`config.mk`:
```
export PLATFORM = sky130hd
export DESIGN_NAME = seq_detector_param
export DESIGN_NICKNAME = d
export VERILOG_FILES = /design/src/rtl/seq_detector_pkg.sv /design/src/rtl/seq_detector_next_state.sv /design/src/rtl/seq_detector_param.sv
export SDC_FILE = /design/constraint.sdc
export NUM_CORES = 1
export LEC_CHECK = 0
export CAP_MARGIN = 0
export CORE_MARGIN = 5
export CORE_UTILIZATION = 45
export DETAILED_ROUTE_END_ITERATION = 12
export DONT_BUFFER_PORTS = 1
export GPL_ROUTABILITY_DRIVEN = 0
export PLACE_DENSITY_LB_ADDON = 0.12
export SLEW_MARGIN = 10
export SYNTH_ARGS = -nofsm -noshare
export SYNTH_HDL_FRONTEND = slang
export SYNTH_SLANG_ARGS = --single-unit
```
`constraint.sdc`:
```
create_clock -name clk -period 3.2 [get_ports clk]
set_input_delay 0.32 -clock clk [delete_from_list [all_inputs] [get_ports clk]]
set_output_delay 0.32 -clock clk [all_outputs]
set_load 0.1 [all_outputs]
```
`src/rtl/seq_detector_pkg.sv`:
```
// ============================================================================
//  Module      : seq_detector_pkg
//  Description : Shared constants and helper functions for the parametrised
//                serial sequence detector (mode encodings, state-width
//                function, KMP prefix/suffix compare helper).
//  Optional    : none in this file (SEQ_DETECTOR_MEALY_EN is used by the top)
//  Revision    : 1.0 - initial release
// ============================================================================
`default_nettype none

package seq_detector_pkg;

   // Detection mode encodings on input M
   localparam logic MODE_NONOVL = 1'b0;
   localparam logic MODE_OVL    = 1'b1;

   // Widest supported pattern; the compare helper works on vectors this wide
   localparam int MAX_PAT_W = 16;

   // State register width: states 0..pat_w inclusive
   function automatic int seq_qw(input int pat_w);
      return $clog2(pat_w + 1);
   endfunction

   // Prefix-compare helper.
   // p holds the pattern with p[0] = first bit received.
   // S is the string p[0..q_len-1] followed by x. Returns 1 when the last k
   // bits of S equal the first k pattern bits (k = 0 always matches).
   function automatic logic kmp_suffix_ok(input logic [MAX_PAT_W-1:0] p,
                                          input logic [4:0]           q_len,
                                          input logic [4:0]           k,
                                          input logic                 x);
      int         qi;
      int         ki;
      logic       ok;
      logic [3:0] ia;
      logic [3:0] ib;
      qi = int'(q_len);
      ki = int'(k);
      ok = 1'b1;
      ia = '0;
      ib = '0;
      if (ki == 0) begin
         return 1'b1;
      end
      if (ki > qi + 1) begin
         return 1'b0;
      end
      // All but the last compared bit come from the remembered prefix
      for (int j = 0; j < MAX_PAT_W - 1; j++) begin
         if (j < ki - 1) begin
            ia = 4'(qi + 1 - ki + j);
            ib = 4'(j);
            ok = ok & (p[ia] == p[ib]);
         end
      end
      ib = 4'(ki - 1);
      ok = ok & (x == p[ib]);
      return ok;
   endfunction

endpackage : seq_detector_pkg

`default_nettype wire

```
`src/rtl/seq_detector_next_state.sv`:
```
// ============================================================================
//  Module      : seq_detector_next_state
//  Description : Purely combinational next-state function of the sequence
//                detector. Performs the KMP fallback search, unrolled over
//                every candidate prefix length k = 1..PAT_W, and picks the
//                longest prefix that is also a suffix of the accepted string.
//  Ports       : q_i       current state (matched prefix length)
//                x_i       incoming serial bit
//                m_i       mode (0 = non-overlapping, 1 = overlapping)
//                pattern_i active pattern, MSB is first bit received
//                nq_o      next state
//                match_o   next state is the MATCH state
//  Revision    : 1.0 - initial release
// ============================================================================
`default_nettype none

module seq_detector_next_state
   import seq_detector_pkg::*;
#(
   parameter int PAT_W = 5,
   parameter int QW    = 3
) (
   input  logic [QW-1:0]    q_i,
   input  logic             x_i,
   input  logic             m_i,
   input  logic [PAT_W-1:0] pattern_i,
   output logic [QW-1:0]    nq_o,
   output logic             match_o
);

   localparam logic [QW-1:0] ST_IDLE  = '0;
   localparam logic [QW-1:0] ST_MATCH = QW'(PAT_W);

   logic [MAX_PAT_W-1:0] pv_w;      // pattern re-ordered: index 0 = first bit
   logic [4:0]           q_eff_w;   // length of remembered prefix in S
   logic [PAT_W-1:0]     hit_w;     // hit_w[k-1]: prefix of length k fits
   logic [QW-1:0]        cand_w [0:PAT_W];

   for (genvar i = 0; i < PAT_W; i++) begin : g_rev
      assign pv_w[i] = pattern_i[PAT_W-1-i];
   end

   if (PAT_W < MAX_PAT_W) begin : g_pad
      assign pv_w[MAX_PAT_W-1:PAT_W] = '0;
   end

   // Leaving MATCH in non-overlapping mode restarts from X alone; an
   // out-of-range state (never reached normally) is treated as empty too.
   always_comb begin
      q_eff_w = 5'(q_i);
      if ((q_i > ST_MATCH) || ((q_i == ST_MATCH) && (m_i == MODE_NONOVL))) begin
         q_eff_w = '0;
      end
   end

   // Longest-fit selection: each stage overrides the shorter candidate
   assign cand_w[0] = ST_IDLE;

   for (genvar k = 1; k <= PAT_W; k++) begin : g_k
      assign hit_w[k-1] = kmp_suffix_ok(pv_w, q_eff_w, 5'(k), x_i);
      assign cand_w[k]  = hit_w[k-1] ? QW'(k) : cand_w[k-1];
   end

   assign nq_o    = cand_w[PAT_W];
   assign match_o = hit_w[PAT_W-1];

endmodule : seq_detector_next_state

`default_nettype wire

```
`src/rtl/seq_detector_param.sv`:
```
// ============================================================================
//  Module      : seq_detector_param
//  Description : Parametrised serial sequence detector. Detects a
//                programmable PAT_W-bit pattern on X with overlapping or
//                non-overlapping detection, registered Moore flag, optional
//                Mealy flag and a saturating match counter.
//  Optional    : `define SEQ_DETECTOR_MEALY_EN to drive Z_mealy; otherwise
//                Z_mealy is tied to 0.
//  Ports       : clk, reset (sync, active-high)
//                en        bit-valid for X
//                X         serial data bit
//                M         0 = non-overlapping, 1 = overlapping
//                pat_load  load pat_in into the pattern register
//                pat_in    new pattern, MSB first received
//                cnt_clr   clear match_cnt
//                Z         Moore match flag (registered)
//                Z_mealy   Mealy match flag (combinational)
//                Q         current state (matched prefix length)
//                match_cnt number of matches, saturating
//                cnt_sat   match_cnt is all-ones
//  Revision    : 1.0 - initial release
// ============================================================================
`default_nettype none

module seq_detector_param
   import seq_detector_pkg::*;
#(
   parameter int               PAT_W   = 5,
   parameter logic [PAT_W-1:0] PATTERN = 5'b10011,
   parameter int               CNT_W   = 8
) (
   input  logic                     clk,
   input  logic                     reset,
   input  logic                     en,
   input  logic                     X,
   input  logic                     M,
   input  logic                     pat_load,
   input  logic [PAT_W-1:0]         pat_in,
   input  logic                     cnt_clr,
   output logic                     Z,
   output logic                     Z_mealy,
   output logic [seq_qw(PAT_W)-1:0] Q,
   output logic [CNT_W-1:0]         match_cnt,
   output logic                     cnt_sat
);

   localparam int             QW       = seq_qw(PAT_W);
   localparam logic [QW-1:0]  ST_IDLE  = '0;
   localparam logic [QW-1:0]  ST_MATCH = QW'(PAT_W);
   localparam logic [CNT_W-1:0] CNT_MAX = '1;
   localparam logic [CNT_W-1:0] CNT_ONE = CNT_W'(1);

   logic [PAT_W-1:0] pattern_q, pattern_d;
   logic [QW-1:0]    state_q,   state_d;
   logic             z_q,       z_d;
   logic [CNT_W-1:0] cnt_q,     cnt_d;

   logic [QW-1:0]    nq_w;
   logic             nmatch_w;
   logic             accept_w;

   // A bit is accepted only when valid and not overridden by a pattern load
   assign accept_w = en & ~pat_load;

   seq_detector_next_state #(
      .PAT_W (PAT_W),
      .QW    (QW)
   ) u_next_state (
      .q_i       (state_q),
      .x_i       (X),
      .m_i       (M),
      .pattern_i (pattern_q),
      .nq_o      (nq_w),
      .match_o   (nmatch_w)
   );

   // ---------------------------------------------------------------- state
   always_ff @(posedge clk) begin
      if (reset) begin
         pattern_q <= PATTERN;
         state_q   <= ST_IDLE;
         z_q       <= 1'b0;
         cnt_q     <= '0;
      end else begin
         pattern_q <= pattern_d;
         state_q   <= state_d;
         z_q       <= z_d;
         cnt_q     <= cnt_d;
      end
   end

   // ----------------------------------------------------------- next state
   always_comb begin
      pattern_d = pattern_q;
      state_d   = state_q;
      cnt_d     = cnt_q;

      if (pat_load) begin
         pattern_d = pat_in;
         state_d   = ST_IDLE;
      end else if (en) begin
         state_d = nq_w;
      end

      if (cnt_clr) begin
         cnt_d = '0;
      end else if (accept_w && nmatch_w && (cnt_q != CNT_MAX)) begin
         cnt_d = cnt_q + CNT_ONE;
      end

      // Z tracks the registered state exactly: high whenever Q is MATCH
      z_d = (state_d == ST_MATCH);
   end

   // --------------------------------------------------------------- output
   always_comb begin
`ifdef SEQ_DETECTOR_MEALY_EN
      Z_mealy = accept_w & nmatch_w;
`else
      Z_mealy = 1'b0;
`endif
      cnt_sat = (cnt_q == CNT_MAX);
   end

   assign Q         = state_q;
   assign Z         = z_q;
   assign match_cnt = cnt_q;

endmodule : seq_detector_param

`default_nettype wire

```
==> impl_metrics.csv <==
group,metric,value,unit
clocking,path_clk_slew,0.07,ns
worst_setup_path,arrival,3.36,ns
placement,dp.cells,294,
logic_synthesis,avgSynthCellArea,7.90,µm²
min_path,hold_class,"input pin to flop",
clocking,cts_tree,"done",
floorplan,io-pin-count,26,
power_and_ir_drop,total_power,0.527,mW
worst_setup_path,cp_slowest_cell,"dfxtp_4",
clocking,numCtsBuffers,3,
clocking,clock_latency,0.25,ns
final_layout,nNetsFinal,274,
outcome,violations,"negative setup slack",
logic_synthesis,syn_nets,260,
logic_synthesis,yosysTopAreaCell,"dfxtp_1",
power_and_ir_drop,p_clk_share,30.8,%
route,dr.first_iter.drc_count,161,
worst_setup_path,start_kind,"flop",
route,postRouteAntennaNets,0,
power_and_ir_drop,ir_drop,0.302,mV
worst_setup_path,crit_chain,"and2b_2, o21ai_4, inv_4, ha_4, nor3_4, nor2_4, ha_4, mux2i_4, o21ai_1, mux2i_1, nor3_1, a311oi_1, a41oi_1, and2_4, a2111oi_2",
placement,placed_cell_area,0.00212,mm²
clocking,cts.sinks,17,
clocking,cts-root-buf,"clkbuf_8",
floorplan,chipHeight,74.2,µm
global_route,grt_first_pass_wirelength,8850,µm
worst_setup_path,crit_top_cell,"ha_4",
logic_synthesis,synth_seq_area_share,18.3,%
placement,numPortBuffers,0,
logic_synthesis,syn-instance-count,235,
global_route,grt_pass1_vias,1858,
timing,maxSlewViolCount,0,
clocking,clock_path_buffers,2,
timing,slew_headroom,36.9,%
global_route,antenna_found_initial,0,
power_and_ir_drop,intPower,0.358,mW
timing,finalHoldViolCount,0,
final_layout,antenna_cells,0,
power_and_ir_drop,switchingPower,0.169,mW
timing,rsz0062_at_grt,"true",
timing,setup-violations-final,1,
worst_setup_path,critical_path.max_stage_delay,0.35,ns
logic_synthesis,netlist_top_cells_area,"dfxtp_1 (18%), ha_1 (8.8%), mux2i_1 (5.4%)",
power_and_ir_drop,pwr-share-seq,43.4,%
timing,min_period,3.22,ns
outcome,outcome,"finished, violations left",
timing,worst_slack,-0.0210,ns
floorplan,fp.dieArea,0.00551,mm²
final_layout,drive_gt1_share,25.0,%
route,routed_via_density,6.14,
power_and_ir_drop,sw_frac_of_total,32.1,%
logic_synthesis,synth_top_area_share,18.3,%
timing,fmax,310,MHz
logic_synthesis,yosysMostFrequentCell,"nand2_1",
global_route,grt_use_total,20.6,%
final_layout,design_area,0.00220,mm²
timing,tightest_slew,0.939,ns
logic_synthesis,synth_flop_cell,"dfxtp_1",
route,wl,5320,µm
route,dr.pass1.iters,4,
worst_setup_path,cp.required,3.34,ns
power_and_ir_drop,p_leak,0.878,nW
logic_synthesis,ys_ff_latch,17,
global_route,overflow,0,
floorplan,start_util,46.4,%
logic_synthesis,synthTopCellsByCount,"nand2_1 (19), dfxtp_1 (17), nor2_1 (17)",
route,drc,0,
logic_synthesis,synth_edf_count,0,
floorplan,core,0.00400,mm²
timing,fin_skew,0.00346,ns
floorplan,rows,23,
final_layout,instances_no_fill,298,
floorplan,die_w,74.2,µm
timing,period_share,101,%
power_and_ir_drop,pwr-share-comb,25.8,%
run,maxCapViolCount,0,
logic_synthesis,synth-warning-count,0,
worst_setup_path,critPathKind,"flop to flop",
route,vias,1831,
worst_setup_path,worstSetupEndpointType,"flop",
placement,hpwlAfterDp,4190,µm
logic_synthesis,ys_async_sr_fraction,0,%
logic_synthesis,synth_cell_types,62,
global_route,grt_max_degree,13,
worst_setup_path,cp_max_fo,7,
timing,setup_tns,-0.0210,ns
final_layout,area_growth,18.5,%
route,wl_per_cell,17.9,µm
clocking,holdBufCountCts,0,
logic_synthesis,syn_area,0.00186,mm²
power_and_ir_drop,p_per_area,240,mW/mm²
clocking,htree_levels,1,
[worst max-delay path, delay by kind of cell (launching register included)]
family          cells  cell delay, ns
flops               1            0.35
compound gates      5            1.00
buf+inv             1            0.09
simple gates        5            0.74
fa+ha+maj           2            0.49
mux                 2            0.42
[sequential cells by signal, summed over array words and instances, names as in the netlist]
name	flops
match_cnt	8
Q	3
Z	1
pattern_q	5
[cell type report]
class | instances | area [µm²]
clock buffers | 3 | 41.3
clock inverters | 1 | 5.00
fillers | 385 | 1800
inverters | 17 | 66.3
multi-input cells | 187 | 1500
flip-flops and latches | 17 | 352
well taps | 50 | 62.6
repair buffers | 23 | 173
[timing repair]
action                                  4_1_cts  5_1_grt
buffers inserted                              0        0
endpoints found under the setup margin        3        6
resized for setup                             6        0
pin swaps                                     6        0
cloned                                        0        0
[cell families (layout without fill, tap and decap cells)]
| logic type | after synthesis | count (layout) | synth area share (%) |
|---|---|---|---|
| simple gates | 83 | 83 | 26.0 |
| buf+inv | 31 | 44 | 7.28 |
| xor+xnor | 12 | 12 | 5.66 |
| other cells | 1 | 1 | 0.202 |
| fa+ha+maj | 13 | 13 | 8.77 |
| flops | 17 | 17 | 18.3 |
| compound gates | 64 | 64 | 25.2 |
| mux | 14 | 14 | 8.63 |
[placed cells by master, fill, tap and decap left out, types with 7 or more instances in the layout]
master    count
dfxtp_1      14
mux2i_1       9
nand2_1      19
xor2_1        8
ha_1          9
inv_1        13
nand2b_1      7
a21oi_1      11
and3_1        7
nor2_1       16
buf_4        23
[through the flow]
stage	setup slack [ns]	hold WS [ns]	utilization, %
after floorplan	-0.160	0.392	-
after global placement	0.0377	0.393	53.0
after detailed placement	-0.181	0.396	53.0
after CTS	0.00206	0.117	55.0
after global routing	-0.198	0.111	55.0
final	-0.0210	0.123	55.0
[worst paths after layout]
kind              slack, ns  cells past startpoint     start    to
setup / recovery      -0.02                     15      Q[1]  Q[2]
hold / removal         0.12                      1  pat_load  Q[2]
setup reg to reg      -0.02                     15      Q[1]  Q[2]
hold reg to reg        0.54                      1      Q[1]  Q[1]
[power groups by stage]
stage	logic (mW)	clock network [mW]	registers (mW)
after floorplan	0.108	0	0.231
after global placement	0.126	0	0.233
after detailed placement	0.130	0	0.233
after CTS	0.135	0.166	0.229
after global routing	0.148	0.177	0.230
final	0.136	0.162	0.229
[layer usage]
| layer | up-vias | track usage [%] | routed length [µm] |
|---|---|---|---|
| met4 | 0 | 4.74 | 38 |
| met5 | - | 0 | 0 |
| li1 | 891 | - | - |
| met3 | 6 | 4.05 | 391 |
| met1 | 866 | 28.9 | 2360 |
| met2 | 68 | 32.9 | 2530 |
Note: power is estimated with default switching activity, not from simulation.
